$ cat src/rtl/count_display_pkg.sv
// Shared constants for the count_display block: FSM encoding, digit count and
// seven-segment patterns ({g,f,e,d,c,b,a}, active-high).
package count_display_pkg;

  localparam int NUM_DIGITS = 3;

  typedef enum logic {
    ST_IDLE    = 1'b0,
    ST_CONVERT = 1'b1
  } state_t;

  localparam logic [6:0] SEG_0     = 7'b0111111;
  localparam logic [6:0] SEG_1     = 7'b0000110;
  localparam logic [6:0] SEG_2     = 7'b1011011;
  localparam logic [6:0] SEG_3     = 7'b1001111;
  localparam logic [6:0] SEG_4     = 7'b1100110;
  localparam logic [6:0] SEG_5     = 7'b1101101;
  localparam logic [6:0] SEG_6     = 7'b1111101;
  localparam logic [6:0] SEG_7     = 7'b0000111;
  localparam logic [6:0] SEG_8     = 7'b1111111;
  localparam logic [6:0] SEG_9     = 7'b1101111;
  localparam logic [6:0] SEG_BLANK = 7'b0000000;

endpackage

$ cat src/rtl/count_display_seg7_decode.sv
// Combinational BCD digit to seven-segment pattern; blank forces all segments off.
module seg7_decode
  import count_display_pkg::*;
(
  input  logic [3:0] digit,
  input  logic       blank,
  output logic [6:0] seg
);

  always_comb begin
    seg = SEG_BLANK;
    if (!blank) begin
      case (digit)
        4'd0:    seg = SEG_0;
        4'd1:    seg = SEG_1;
        4'd2:    seg = SEG_2;
        4'd3:    seg = SEG_3;
        4'd4:    seg = SEG_4;
        4'd5:    seg = SEG_5;
        4'd6:    seg = SEG_6;
        4'd7:    seg = SEG_7;
        4'd8:    seg = SEG_8;
        4'd9:    seg = SEG_9;
        default: seg = SEG_BLANK;
      endcase
    end
  end

endmodule

$ cat src/rtl/count_display.sv
// Binary-to-BCD (double-dabble, one iteration per clock) feeding a 3-digit
// multiplexed seven-segment scanner with optional leading-zero blanking.
module count_display
  import count_display_pkg::*;
#(
  parameter int unsigned SCAN_DIV = 4,
  parameter bit          BLANK_LZ = 1'b1
) (
  input  logic        clk,
  input  logic        reset,
  input  logic [7:0]  value,
  output logic [11:0] bcd,
  output logic        bcd_valid,
  output logic        busy,
  output logic [2:0]  an,
  output logic [6:0]  seg
);

  state_t      state_q, state_d;
  logic [7:0]  last_value_q, last_value_d;
  logic        pending_q, pending_d;
  logic        busy_q, busy_d;
  logic        bcd_valid_q, bcd_valid_d;
  logic [11:0] bcd_q, bcd_d;
  logic [15:0] presc_q, presc_d;
  logic [1:0]  sel_q, sel_d;

  logic [7:0]  shift_q, shift_d;
  logic [11:0] acc_q, acc_d;
  logic [2:0]  iter_q, iter_d;

  logic [3:0]  digit_cur;
  logic        blank_cur;

  function automatic logic [11:0] add3_nibbles(input logic [11:0] a);
    logic [11:0] r;
    r = a;
    for (int i = 0; i < NUM_DIGITS; i++) begin
      if (a[4*i +: 4] >= 4'd5) r[4*i +: 4] = a[4*i +: 4] + 4'd3;
    end
    return r;
  endfunction

  always_comb begin
    state_d      = state_q;
    last_value_d = last_value_q;
    pending_d    = pending_q;
    busy_d       = busy_q;
    bcd_valid_d  = 1'b0;
    bcd_d        = bcd_q;
    shift_d      = shift_q;
    acc_d        = acc_q;
    iter_d       = iter_q;

    case (state_q)
      ST_IDLE: begin
        if (pending_q || (value != last_value_q)) begin
          shift_d      = value;
          last_value_d = value;
          acc_d        = '0;
          iter_d       = '0;
          pending_d    = 1'b0;
          busy_d       = 1'b1;
          state_d      = ST_CONVERT;
        end
      end
      ST_CONVERT: begin
        {acc_d, shift_d} = {add3_nibbles(acc_q), shift_q} << 1;
        iter_d           = iter_q + 3'd1;
        // bcd_q also serves as the display digit latch, so the scan switches atomically
        if (iter_q == 3'd7) begin
          bcd_d       = acc_d;
          bcd_valid_d = 1'b1;
          busy_d      = 1'b0;
          state_d     = ST_IDLE;
        end
      end
      default: state_d = ST_IDLE;
    endcase
  end

  always_comb begin
    presc_d = presc_q + 16'd1;
    sel_d   = sel_q;
    if (presc_q == 16'(SCAN_DIV - 1)) begin
      presc_d = '0;
      sel_d   = (sel_q == 2'(NUM_DIGITS - 1)) ? 2'd0 : sel_q + 2'd1;
    end
  end

  always_ff @(posedge clk) begin
    if (!reset) begin
      state_q      <= ST_IDLE;
      last_value_q <= '0;
      pending_q    <= 1'b1;
      busy_q       <= 1'b0;
      bcd_valid_q  <= 1'b0;
      bcd_q        <= '0;
      presc_q      <= '0;
      sel_q        <= '0;
    end else begin
      state_q      <= state_d;
      last_value_q <= last_value_d;
      pending_q    <= pending_d;
      busy_q       <= busy_d;
      bcd_valid_q  <= bcd_valid_d;
      bcd_q        <= bcd_d;
      presc_q      <= presc_d;
      sel_q        <= sel_d;
    end
  end

  // Datapath working registers are always loaded before use, so they need no reset
  always_ff @(posedge clk) begin
    shift_q <= shift_d;
    acc_q   <= acc_d;
    iter_q  <= iter_d;
  end

  always_comb begin
    digit_cur = bcd_q[3:0];
    blank_cur = 1'b0;
    case (sel_q)
      2'd1: begin
        digit_cur = bcd_q[7:4];
        blank_cur = BLANK_LZ && (bcd_q[11:8] == 4'd0) && (bcd_q[7:4] == 4'd0);
      end
      2'd2: begin
        digit_cur = bcd_q[11:8];
        blank_cur = BLANK_LZ && (bcd_q[11:8] == 4'd0);
      end
      default: begin
        digit_cur = bcd_q[3:0];
        blank_cur = 1'b0;
      end
    endcase
  end

  seg7_decode u_seg7_decode (
    .digit (digit_cur),
    .blank (blank_cur),
    .seg   (seg)
  );

  assign an        = 3'(3'b001 << sel_q);
  assign bcd       = bcd_q;
  assign bcd_valid = bcd_valid_q;
  assign busy      = busy_q;

endmodule

$ cat config.mk
export PLATFORM = sky130hd
export DESIGN_NAME = count_display
export DESIGN_NICKNAME = d
export VERILOG_FILES = /design/src/rtl/count_display_pkg.sv /design/src/rtl/count_display_seg7_decode.sv /design/src/rtl/count_display.sv
export SDC_FILE = /design/constraint.sdc
export NUM_CORES = 1
export LEC_CHECK = 0
export CAP_MARGIN = 40
export CORE_MARGIN = 2
export CORE_UTILIZATION = 45
export DETAILED_ROUTE_END_ITERATION = 10
export PLACE_DENSITY = 0.63
export RECOVER_POWER = 50
export SYNTH_ARGS = -nofsm -noshare
export SYNTH_HDL_FRONTEND = slang
export SYNTH_SLANG_ARGS = --single-unit
$ cat constraint.sdc
create_clock -name clk -period 5.44 [get_ports clk]
set_clock_uncertainty 0.1 [all_clocks]
set_input_delay 1.088 -clock clk [delete_from_list [all_inputs] [get_ports clk]]
set_output_delay 1.088 -clock clk [all_outputs]
set_load 0.005 [all_outputs]
==> impl_metrics.py, run 1 <==
metrics = {
    "worst_setup_path": {
        "crit_type": "flip-flop to output pin",
        "cp_data_arrival_time_ns": 3.34,
        "crit_required_ns": 4.25,
        "worstSetupStartpointType": "flip-flop",
        "crit_fanout": 10,
        "crit_path_end_kind": "output pin",
    },
    "run_status": {
        "status": "finished, final reports clean",
    },
    "flow_run": {
        "drv_cap": 0,
    },
    "clock_tree": {
        "hold_buffers": 0,
        "clock_latency_ns": 0.34,
        "cts.sinks": 65,
        "cts_root_buf": "clkbuf_8",
        "cts_tree": "done",
        "cts_buffer_depth": 2,
        "post-cts-setup-buffers": 0,
        "htree_levels": 3,
        "cts_resized": 0,
        "cts_buffers": 9,
        "clkTransAtPathRegs_ns": 0.07,
    },
    "placed_design": {
        "dp.final_hpwl_um": 4560,
        "placed_cells": 450,
        "finalWeightedCongestion": 0.773,
        "portBuffers": 33,
    },
    "power_and_ir_drop": {
        "ir_drop_mv": 0.182,
        "powerDensity_mw_per_mm2": 266,
        "total_power_w": 0.00102,
        "p_leak_nw": 1.49,
    },
    "grt": {
        "overflow": 0,
        "grt_antenna_before_repair": 0,
        "grt_util_all_layers_pct": 17.9,
        "grt_pass1_vias": 2242,
        "grt_max_degree": 28,
        "grt_first_pass_wirelength_um": 10700,
    },
    "drt": {
        "routed_wl_um": 6470,
        "first_pass_iters": 4,
        "vias": 2442,
        "routedWlPerCell_um": 13.9,
        "postRouteAntennaNets": 0,
        "via_per_inst": 5.24,
        "drtIter0Drc": 126,
        "drcViolationCount": 0,
    },
    "logic_synthesis": {
        "yosysWarnings": 0,
        "synthCells": 328,
        "synth_top_area_share_pct": 26.1,
        "synth_nets": 356,
        "synthTopCellsByArea": "dfxtp_1 (26%), edfxtp_1 (21%), ha_1 (7.0%), xnor2_1 (5.4%), nand2_1 (4.5%)",
        "yosysUniqueCellTypes": 44,
        "ys_seq_area_share_pct": 47.6,
        "synth-edff-count": 23,
        "async_reset_ff_share_pct": 0,
        "yosysTopAreaCell": "dfxtp_1",
        "synth-main-ff-cell": "dfxtp_1",
        "synth_area_mm2": 0.00322,
        "ys_ff_latch": 65,
        "avgSynthCellArea_um2": 9.82,
    },
    "sta": {
        "hold_violations": 0,
        "worst_pin_slew_ns": 1.14,
        "whs_ns": 0.355,
        "setup_tns_ns": 0,
        "fmax_mhz": 221,
        "setup_viol": 0,
        "rsz0062_at_grt": "false",
        "min_period_over_period_pct": 83.2,
        "fin_crit_ns": 4.53,
        "slew_headroom_pct": 24.0,
        "drv_slew": 0,
    },
    "finish": {
        "fill_cells": 625,
        "layout.nets": 393,
        "area_delta_synth_final_pct": 18.9,
        "final_cell_mix": "dfxtp_1 (42), nand2_1 (39), nor2_1 (29)",
        "regArea_mm2": 0.00153,
        "n_antenna_cell": 0,
        "fin_cells": 466,
        "mostFrequentLayoutCell": "dfxtp_1",
        "multiInputGateArea_mm2": 0.00158,
        "drive_gt1_share_pct": 6.49,
    },
    "die": {
        "die_x_um": 88.6,
        "io_pins": 34,
        "placementRows": 30,
        "start_util_pct": 46.9,
        "core-area_mm2": 0.00687,
        "die_area_mm2": 0.00785,
        "die_y_um": 88.6,
    },
    "hold_path": {
        "hp-class": "flip-flop to flip-flop",
    },
}
==> through the flow <==
stage / area, um2 / worst slack, ns / util (%)
2_1_floorplan: 3220 / 2.01 / -
3_3_place_gp: 3620 / 1.39 / 52.8
3_5_place_dp: 3660 / 1.28 / 53.3
4_1_cts: 3840 / 0.908 / 56.0
5_1_grt: 3830 / 0.689 / 55.8
6_report: 3830 / 0.911 / 55.8
==> cells by family (layout without fill, tap and decap cells) <==
family | after synthesis | count (layout) | share of synthesized area (%)
fa+ha+maj | 18 | 18 | 6.99
flops | 65 | 65 | 47.6
xor+xnor | 26 | 26 | 7.07
simple gates | 123 | 123 | 18.4
compound gates | 58 | 58 | 12.3
mux | 13 | 13 | 4.47
buf+inv | 25 | 67 | 3.22
==> cells in the mapped netlist (4+ instances only) <==
cell type,count
dfxtp_1,42
nand2_1,39
nor2_1,29
edfxtp_1,23
xnor2_1,20
ha_1,18
inv_1,15
o21ai_0,14
a21oi_1,12
nand3_1,10
a22o_1,7
and2_1,7
clkbuf_1,7
nor4_1,7
mux2_2,6
nor3_1,6
xor2_1,6
a21boi_0,5
and3_1,5
nor3b_1,5
mux2i_1,4
nand2b_1,4
nand4_1,4
==> worst max-delay path, stage by stage (launching register included) <==
cell and delay [ns]:
dfxtp_1 0.38, inv_1 0.09, ha_1 0.51, mux2i_1 0.52, inv_1 0.14, ha_1 0.32
mux2_1 0.30, a211oi_1 0.22, clkdlybuf4s50_1 0.53
==> cell type report <==
cell class	instances	share of cell area, %
multi-input combinational	238	41.3
tap	96	3.14
clock inverter	2	0.261
clock buffer	14	4.54
timing repair buffer	36	9.31
inverter	15	1.47
sequential	65	40.0
==> worst paths after layout <==
path                                              from                           end  slack [ns]  cells after the start
worst min-delay path            pending_q$_SDFFE_PN1P_        pending_q$_SDFFE_PN1P_        0.36                      2
worst min register to register  pending_q$_SDFFE_PN1P_        pending_q$_SDFFE_PN1P_        0.36                      2
worst max-delay path             sel_q[0]$_SDFFE_PN0N_                        seg[3]        0.91                      8
worst max register to register      state_q$_SDFF_PN0_  last_value_q[5]$_SDFFE_PN0P_        2.73                      5
==> registers in the layout, summed over array words and instances (netlist names) <==
register and count:
presc_q 16, acc_q 12, bcd 12, last_value_q 8
shift_q 8, iter_q 3, sel_q 2, bcd_valid 1
busy 1, pending_q 1, state_q 1
==> metal layers <==
| metal | part of all wire [%] | wire [um] | vias up | global-route usage (%) |
|---|---|---|---|---|
| li1 | - | - | 1231 | - |
| met1 | 51 | 3280 | 1151 | 25.2 |
| met3 | 4.0 | 257 | 9 | 4.57 |
| met4 | 1.6 | 104 | 0 | 6.61 |
| met2 | 44 | 2830 | 51 | 26.6 |
| met5 | 0 | 0 | - | 0 |
==> report_power, final <==
part           internal (W)  switching [W]  leakage, nW
combinational     0.0000464      0.0000493        0.777
sequential         0.000523      0.0000145        0.612
clock              0.000205       0.000181       0.0956
total              0.000774       0.000245         1.49
Power figures use the tool's default switching activity.
==> run 2: changes to the inputs <==
--- a/config.mk
+++ b/config.mk
@@ -9,7 +9,7 @@
 export CORE_MARGIN = 2
 export CORE_UTILIZATION = 45
 export DETAILED_ROUTE_END_ITERATION = 10
-export PLACE_DENSITY = 0.63
+export PLACE_DENSITY = 0.65
 export RECOVER_POWER = 50
 export SYNTH_ARGS = -nofsm -noshare
 export SYNTH_HDL_FRONTEND = slang
==> constraint.sdc (replaced) <==
create_clock -name clk -period 4 [get_ports clk]
set_clock_uncertainty 0.1 [all_clocks]
set_input_delay 0.8 -clock clk [delete_from_list [all_inputs] [get_ports clk]]
set_output_delay 0.8 -clock clk [all_outputs]
set_load 0.005 [all_outputs]
==> impl_metrics.py, run 2 (synthesis gave the netlist of run 1 again) <==
metrics = {
    "clock_tree": {
        "clkTransAtPathRegs_ns": 0.07,
        "htree_levels": 3,
        "cts_root_buf": "clkbuf_8",
        "clock_latency_ns": 0.34,
        "cts_tree": "done",
        "cts_buffer_depth": 2,
        "cts.sinks": 65,
        "hold_buffers": 0,
        "cts_buffers": 9,
    },
    "drt": {
        "routedWlPerCell_um": 14.0,
        "first_pass_iters": 4,
        "routed_wl_um": 6520,
        "drcViolationCount": 0,
        "via_per_inst": 5.17,
        "drtIter0Drc": 93,
        "vias": 2415,
        "postRouteAntennaNets": 0,
    },
    "finish": {
        "regArea_mm2": 0.00153,
        "fill_cells": 650,
        "mostFrequentLayoutCell": "dfxtp_1",
        "n_antenna_cell": 0,
        "area_delta_synth_final_pct": 20.6,
        "drive_gt1_share_pct": 7.01,
        "fin_area_mm2": 0.00388,
        "final_cell_mix": "dfxtp_1 (42), nand2_1 (39), nor2_1 (29)",
        "multiInputGateArea_mm2": 0.00161,
        "largest_register": "presc_q",
        "largest_reg_flops": 16,
        "layout.nets": 394,
    },
    "sta": {
        "min_period_over_period_pct": 95.4,
        "slew_headroom_pct": 50.1,
        "whs_ns": 0.356,
        "worst_pin_slew_ns": 0.746,
        "setup_viol": 0,
        "fmax_mhz": 262,
        "hold_violations": 0,
        "layout_setup_ws_ns": 0.183,
        "fin_crit_ns": 3.82,
        "drv_slew": 0,
    },
    "die": {
        "io_pins": 34,
        "start_util_pct": 46.9,
        "die_area_mm2": 0.00785,
        "die_x_um": 88.6,
        "die_y_um": 88.6,
        "placementRows": 30,
        "core-area_mm2": 0.00687,
    },
    "worst_setup_path": {
        "cp_data_arrival_time_ns": 2.92,
        "crit_path_end_kind": "output pin",
        "crit_fanout": 6,
        "crit_type": "flip-flop to output pin",
        "crit_required_ns": 3.10,
        "worstSetupStartpointType": "flip-flop",
    },
    "grt": {
        "grt_busiest_layer": "met2",
        "grt_util_all_layers_pct": 17.8,
        "grt_max_degree": 22,
        "grtUsageMet1_pct": 23.1,
        "grtUsageMet2_pct": 28.0,
        "grt_pass1_vias": 2243,
        "overflow": 0,
        "met3_usage_pct": 4.48,
        "grt_antenna_before_repair": 0,
        "grt_first_pass_wirelength_um": 10600,
    },
    "power_and_ir_drop": {
        "total_power_w": 0.00140,
        "p_leak_nw": 1.50,
        "powerDensity_mw_per_mm2": 360,
        "ir_drop_mv": 0.274,
    },
    "placed_design": {
        "portBuffers": 33,
        "pre_cts_ws_ns": 0.290,
        "finalWeightedCongestion": 0.888,
        "placed_area_mm2": 0.00367,
        "dp.final_hpwl_um": 4620,
    },
    "run_status": {
        "status": "finished, final reports clean",
    },
    "flow_run": {
        "drv_cap": 0,
    },
    "hold_path": {
        "hp-class": "flip-flop to flip-flop",
    },
}
[run 2: changes by cell type in the layout (fill, tap and decap cells not counted), sizes merged]
cell and delta:
clkdlybuf4s50 -2, dlygate4sd3 +2, clkbuf +1
[run 2: worst paths after layout]
| kind | from | to | slack [ns] | cells past startpoint |
|---|---|---|---|---|
| hold / removal | pending_q$_SDFFE_PN1P_ | pending_q$_SDFFE_PN1P_ | 0.36 | 2 |
| setup / recovery | sel_q[0]$_SDFFE_PN0N_ | seg[3] | 0.18 | 9 |
| hold reg to reg | pending_q$_SDFFE_PN1P_ | pending_q$_SDFFE_PN1P_ | 0.36 | 2 |
| setup reg to reg | last_value_q[5]$_SDFFE_PN0P_ | acc_q[11]$_SDFFCE_PN0P_ | 1.79 | 5 |
[run 2: what timing repair did]
action | 4_1_cts | 5_1_grt
setup endpoints to repair | 3 | 3
pin swaps | 0 | 0
resized for setup | 2 | 2
setup buffers | 0 | 0
[run 2: cell type report]
cell class / count / area share [%]
sequential: 65 / 39.4
inverter: 15 / 1.45
clock inverter: 2 / 0.258
timing repair buffer: 37 / 9.60
tap: 96 / 3.09
clock buffer: 14 / 4.73
multi-input combinational: 238 / 41.4
[run 2: routing by layer]
metal  routed length [um]  vias up
met1                 3370     1124
met4                  104        0
met3                  216        8
met5                    0        -
li1                     -     1239
met2                 2830       44
[run 2: where the power goes]
group	internal, W	total (W)	leakage, nW	switching, W
Sequential	0.000711	0.000733	0.612	0.0000217
Combinational	0.0000642	0.000131	0.782	0.0000664
Clock	0.000295	0.000535	0.102	0.000240
Total	0.00107	0.00140	1.50	0.000328
[run 2: per-stage QoR]
| stage | utilization, % | TNS [ns] | std cells |
|---|---|---|---|
| final | 56.6 | 0 | 467 |
| after global routing | 56.6 | -0.0318 | 467 |
| after CTS | 56.4 | 0 | 467 |
| after detailed placement | 53.5 | 0 | 451 |
| after global placement | 53.1 | 0 | 450 |
| after floorplan | - | 0 | 328 |
[run 2: worst max-delay path, stage by stage, from the launching register on]
cell and delay (ns):
dfxtp_1 0.38, inv_1 0.11, ha_1 0.27, a22o_1 0.24, mux2i_4 0.23, inv_1 0.10
ha_1 0.22, mux2_1 0.29, a211oi_1 0.23, clkdlybuf4s50_1 0.53
